<file path="src/rtl/bp_lce_req_arbiter.sv">
// Round-robin arbiter that lets one of num_src_p LCE request handlers at a time
// hand a message to a one-entry buffer feeding the shared LCE request network port.
module bp_lce_req_arbiter #(
    parameter int unsigned num_src_p   = 2,
    parameter int unsigned msg_width_p = 512,
    localparam int unsigned lg_src_lp  = (num_src_p > 1) ? $clog2(num_src_p) : 1
) (
    input  logic                               clk_i,
    input  logic                               reset_i,
    input  logic [num_src_p-1:0]               src_pending_i,
    input  logic [num_src_p*msg_width_p-1:0]   src_req_i,
    input  logic [num_src_p-1:0]               src_req_v_i,
    output logic [num_src_p-1:0]               src_req_ready_then_o,
    output logic [msg_width_p-1:0]             lce_req_o,
    output logic                               lce_req_v_o,
    input  logic                               lce_req_ready_then_i,
    output logic                               grant_v_o,
    output logic [lg_src_lp-1:0]               grant_id_o,
    output logic                               error_o
);

    localparam int unsigned idx_w_lp = lg_src_lp + 1;

    logic [msg_width_p-1:0] buf_r, buf_n;
    logic                   buf_v_r, buf_v_n;
    logic                   grant_v_r, grant_v_n;
    logic [lg_src_lp-1:0]   grant_id_r, grant_id_n;
    logic [lg_src_lp-1:0]   rr_ptr_r, rr_ptr_n;
    logic                   error_r, error_n;

    logic                   space_c;
    logic [num_src_p-1:0]   ready_c;
    logic                   accept_c;
    logic                   illegal_c;
    logic                   release_c;
    logic                   arb_c;
    logic [msg_width_p-1:0] sel_msg_c;
    logic                   win_v_c;
    logic [lg_src_lp-1:0]   win_id_c;
    logic [idx_w_lp-1:0]    cand_c;
    logic [idx_w_lp-1:0]    nxt_ptr_c;

    assign lce_req_v_o = buf_v_r & lce_req_ready_then_i;
    assign space_c     = ~buf_v_r | lce_req_v_o;

    // Only the current grant holder sees ready, and only when the buffer has room
    always_comb begin : ready_gen
        ready_c   = '0;
        sel_msg_c = '0;
        for (int k = 0; k < num_src_p; k++) begin
            if (grant_id_r == lg_src_lp'(k)) begin
                ready_c[k] = grant_v_r & space_c;
                sel_msg_c  = src_req_i[k*msg_width_p +: msg_width_p];
            end
        end
    end

    assign accept_c  = |(src_req_v_i & ready_c);
    assign illegal_c = |(src_req_v_i & ~ready_c);
    assign release_c = grant_v_r & (accept_c | ~src_pending_i[grant_id_r]);
    assign arb_c     = ~grant_v_r | release_c;

    // First pending source at or after rr_ptr_r, wrapping modulo num_src_p
    always_comb begin : rr_search
        win_v_c  = 1'b0;
        win_id_c = '0;
        cand_c   = '0;
        for (int i = 0; i < num_src_p; i++) begin
            cand_c = {1'b0, rr_ptr_r} + idx_w_lp'(i);
            if (cand_c >= idx_w_lp'(num_src_p)) begin
                cand_c = cand_c - idx_w_lp'(num_src_p);
            end
            if (!win_v_c && src_pending_i[cand_c[lg_src_lp-1:0]]) begin
                win_v_c  = 1'b1;
                win_id_c = cand_c[lg_src_lp-1:0];
            end
        end
        nxt_ptr_c = {1'b0, win_id_c} + idx_w_lp'(1);
        if (nxt_ptr_c >= idx_w_lp'(num_src_p)) begin
            nxt_ptr_c = nxt_ptr_c - idx_w_lp'(num_src_p);
        end
    end

    always_comb begin : next_state
        buf_n      = buf_r;
        buf_v_n    = buf_v_r;
        grant_v_n  = grant_v_r;
        grant_id_n = grant_id_r;
        rr_ptr_n   = rr_ptr_r;
        error_n    = error_r | illegal_c;

        // A new message wins over the drain of the old one
        if (accept_c) begin
            buf_n   = sel_msg_c;
            buf_v_n = 1'b1;
        end else if (lce_req_v_o) begin
            buf_v_n = 1'b0;
        end

        if (arb_c) begin
            if (win_v_c) begin
                grant_v_n  = 1'b1;
                grant_id_n = win_id_c;
                rr_ptr_n   = nxt_ptr_c[lg_src_lp-1:0];
            end else begin
                grant_v_n  = 1'b0;
            end
        end
    end

    always_ff @(posedge clk_i or posedge reset_i) begin : state_reg
        if (reset_i) begin
            buf_r      <= '0;
            buf_v_r    <= 1'b0;
            grant_v_r  <= 1'b0;
            grant_id_r <= '0;
            rr_ptr_r   <= '0;
            error_r    <= 1'b0;
        end else begin
            buf_r      <= buf_n;
            buf_v_r    <= buf_v_n;
            grant_v_r  <= grant_v_n;
            grant_id_r <= grant_id_n;
            rr_ptr_r   <= rr_ptr_n;
            error_r    <= error_n;
        end
    end

    assign src_req_ready_then_o = ready_c;
    assign lce_req_o            = buf_r;
    assign grant_v_o            = grant_v_r;
    assign grant_id_o           = grant_id_r;
    assign error_o              = error_r;

endmodule

</file>
<file path="config.mk">
export PLATFORM = sky130hd
export DESIGN_NAME = bp_lce_req_arbiter
export DESIGN_NICKNAME = d
export VERILOG_FILES = /design/src/rtl/bp_lce_req_arbiter.sv
export SDC_FILE = /design/constraint.sdc
export NUM_CORES = 1
export LEC_CHECK = 0
export CORE_AREA = 2 2 596 598
export CTS_CLUSTER_SIZE = 16
export DETAILED_ROUTE_END_ITERATION = 10
export DIE_AREA = 0 0 598 600
export GPL_TIMING_DRIVEN = 0
export PLACE_DENSITY = 0.32
export SLEW_MARGIN = 40
export SYNTH_ARGS = -nofsm -noshare
export SYNTH_HDL_FRONTEND = slang
export SYNTH_SLANG_ARGS = --single-unit
</file>
<file path="constraint.sdc">
create_clock -name clk_i -period 43 [get_ports clk_i]
set_input_delay 8.6 -clock clk_i [delete_from_list [all_inputs] [get_ports clk_i]]
set_output_delay 8.6 -clock clk_i [all_outputs]
set_load 0.02 [all_outputs]
</file>
==> metrics.md <==
| Metric | Value |
|---|---|
| Status | `finished clean` |
| Core area | `351900 um2` |
| Worst-path clk slew | `roughly 0.06 ns` |
| Startpoint Class | `input pin` |
| RSZ-0062 raised after global routing | `no` |
| Global-route usage over all layers | `0.1422` |
| Switching Share | `0.3905` |
| Switching pwr | `around 1100 uW` |
| Mean Syn Cell Area | `15.34 um2` |
| Clock power share | `0.239` |
| Gr ovfl total | `0` |
| Max Root-Sink Buffers | `4` |
| Final nets | `~4400` |
| Post-synth EDFFs | `0` |
| Final std cells w/o fill | `about 8000` |
| Post-route clock period utilization | `0.4455` |
| Slew headroom | `0.4527` |
| Kind of critical path | `input pin to primary output` |
| Critical Path End Type | `primary output` |
| Placer Congestion | `a little under 0.9` |
| Final hold slack | `roughly 0.49 ns` |
| Post-CTS setup buffers | `0` |
| Pwr Total | `between 2000 and 3000 uW` |
| Skew final | `0.02064 ns` |
| Synthesis Warnings | `0` |
| Share of synthesized registers carrying an async set or reset | `1.000` |
| Yosys top cell by area | `dfrtp_1` |
| Total internal power | `about 1700 uW` |
| Initial antenna violation count | `between 300 and 400` |
| DR WL/cell | `32.82 um` |
| Tightest Pin Transition | `0.8209 ns` |
| IO buf count | `~1500` |
| Max-slew violations | `0` |
| Area share of the largest cell type after synthesis | `0.4989` |
| VDD IR max | `between 0.02 and 0.03 mV` |
| Pleak | `about 0.018 uW` |
| Post-route DRC violation count | `0` |
| Logic pwr share | `0.478` |
| WP data required | `about 34 ns` |
| DRT iter0 DRCs | `approximately 830` |
| Critical Path AT | `between 10 and 15 ns` |
| Top_reg_cell synth | `dfrtp_1` |
| Clk_lat worst skew | `0.77 ns` |
| Die width | `approximately 600 um` |
| DR pass1 iterations | `4` |
| Final HPWL DP | `about 240 mm` |
| DR vias/cell | `around 2.8` |
| Global-route wire length before repair | `around 320 mm` |
| Starting Density | `0.07369` |
| Synthesis-stage register bit count | `roughly 520` |
| Clock root cell | `clkbuf_16` |
| Number of global-route vias before repair | `around 24000` |
| Die ar. | `between 300000 and 400000 um2` |
| Remaining antenna violation count | `0` |
| Routed WL | `around 260 mm` |
| Setup_tns | `0 ns` |
| Vias | `22780` |
| Yosys cell types | `31` |
| Die boundary height | `approximately 600 um` |
| CTS Sinks | `517` |
| Largest net degree at the start of global routing | `between 60 and 70` |
| HP Class | `flip-flop to flip-flop` |
| Final setup vio count | `0` |
| IO Count | `approximately 1500` |
| CTS buffer count | `between 80 and 90` |
| Proportion of power drawn by flip-flops and latches | `0.284` |
| # hold bufs at CTS | `0` |
| CTS tree | `yes` |
| Site row count | `approximately 220` |
| CP Max Fanout | `10` |
| Number of max-cap violations | `0` |
| Highest clock rate | `approximately 52 MHz` |
| Syn_nets | `approximately 2700` |
| Placed Instances | `7867` |
| Top post-synthesis cells by area | `dfrtp_1 (50%), mux2_2 (24%), mux2_1 (20%), buf_12 (3.4%), clkbuf_1 (0.77%)` |
| CTS HTree Levels | `3` |
| Synth Instances | `around 1700` |
| Register area share after synthesis | `0.4989` |
| Power density over the cells | `~57 nW/um2` |
| Hold Fails Final Rpt | `0` |
| Post_cts resized | `0` |
| Share of post-route cells with drive strength above 1 | `0.2265` |
| Area Growth Syn to Fin | `93.67%` |
| Final Critical Period | `roughly 19 ns` |
| Synthesized area | `25930 um2` |
Yosys cell counts, types with 2 or more instances:
cell	n
clkbuf_1	53
buf_4	3
buf_8	5
buf_6	4
inv_1	6
buf_2	8
dfrtp_1	517
mux2_1	469
nand2_1	3
nor2_1	3
mux2_2	555
nand3_1	2
buf_12	44
placed cells by master (no fill, tap or decap), drive strengths merged, types with 2 or more instances in the layout:
cell / Yosys / routed
diode: 0 / 54
mux2: 1025 / 1025
buf: 64 / 75
nor2: 3 / 3
inv: 6 / 9
clkinv: 0 / 9
dfrtp: 517 / 517
nand3: 3 / 3
bufinv: 0 / 4
clkinvlp: 0 / 2
clkdlybuf4s50: 0 / 1546
nand2: 3 / 3
clkbuf: 53 / 174
logic make-up (layout without fill, tap and decap cells):
| family | count (synthesis) | count (layout) | share of synthesized area |
|---|---|---|---|
| and+or+nand+nor | 17 | 17 | 0.003813 |
| buffers and inverters | 123 | 1819 | 0.04956 |
| other | 0 | 54 | 0 |
| muxes | 1025 | 1025 | 0.4453 |
| AOI/OAI and AO/OA | 8 | 8 | 0.002413 |
| DFF | 517 | 517 | 0.4989 |
metal layers:
layer,vias up,share of wire,global-route usage
met4,132,0.022,0.02425
li1,9554,-,-
met2,1443,0.47,0.2421
met1,11130,0.39,0.1622
met3,513,0.11,0.06815
met5,-,0.0032,0
registers in the layout, summed over array words and instances (netlist names):
signal and cells:
grant_v_o 1, grant_id_o 1, rr_ptr_r 1, lce_req_o 512, error_o 1, buf_v_r 1
critical path, stage by stage:
cell and delay [ns]:
clkdlybuf4s50_1 0.48, nand2b_1 0.10, buf_2 0.23, nand2_1 0.09, nor2_1 0.29, clkdlybuf4s50_1 0.75
layout make-up:
type / instances / area [um2]
clock buffers: 121 / 2391
plain buffers: 117 / 1284
diodes: 54 / 135.1
flip-flops and latches: 517 / 12940
inverters: 6 / 30.03
clock inverters: 18 / 221.5
repair buffers: 1557 / 15730
fillers: 39380 / 301600
well taps: 4620 / 5781
multi-input cells: 1050 / 11710
power by group through the flow:
stage	sequential, uW	combinational (uW)	clock [uW]
final	814	1370	686
after global routing	841	1430	736
after CTS	817	1410	723
after detailed placement	821	1400	0
after global placement	820	1400	0
after floorplan	1040	341	0
final timing paths:
path                                            to  slack [ns]  cells past startpoint            startpoint
setup / recovery           src_req_ready_then_o[0]       23.84                      6  lce_req_ready_then_i
hold / removal                       lce_req_o[33]        0.49                      1         lce_req_o[33]
setup reg to reg                     lce_req_o[63]       40.23                      5            grant_id_o
hold reg to reg                      lce_req_o[33]        0.49                      1         lce_req_o[33]
max in group asynchronous           lce_req_o[175]       32.59                      7               reset_i
min in group asynchronous           lce_req_o[359]        8.17                      2               reset_i
stage by stage:
stage	instance area [um2]	setup slack [ns]	utilization
after global routing	50100	23.69	0.1424
after CTS	50080	23.74	0.1423
after detailed placement	47470	23.76	0.1349
after floorplan	25930	19.96	-
final	50220	23.84	0.1427
after global placement	47210	8.070	0.1342
Note: power is estimated with default switching activity, not from simulation.
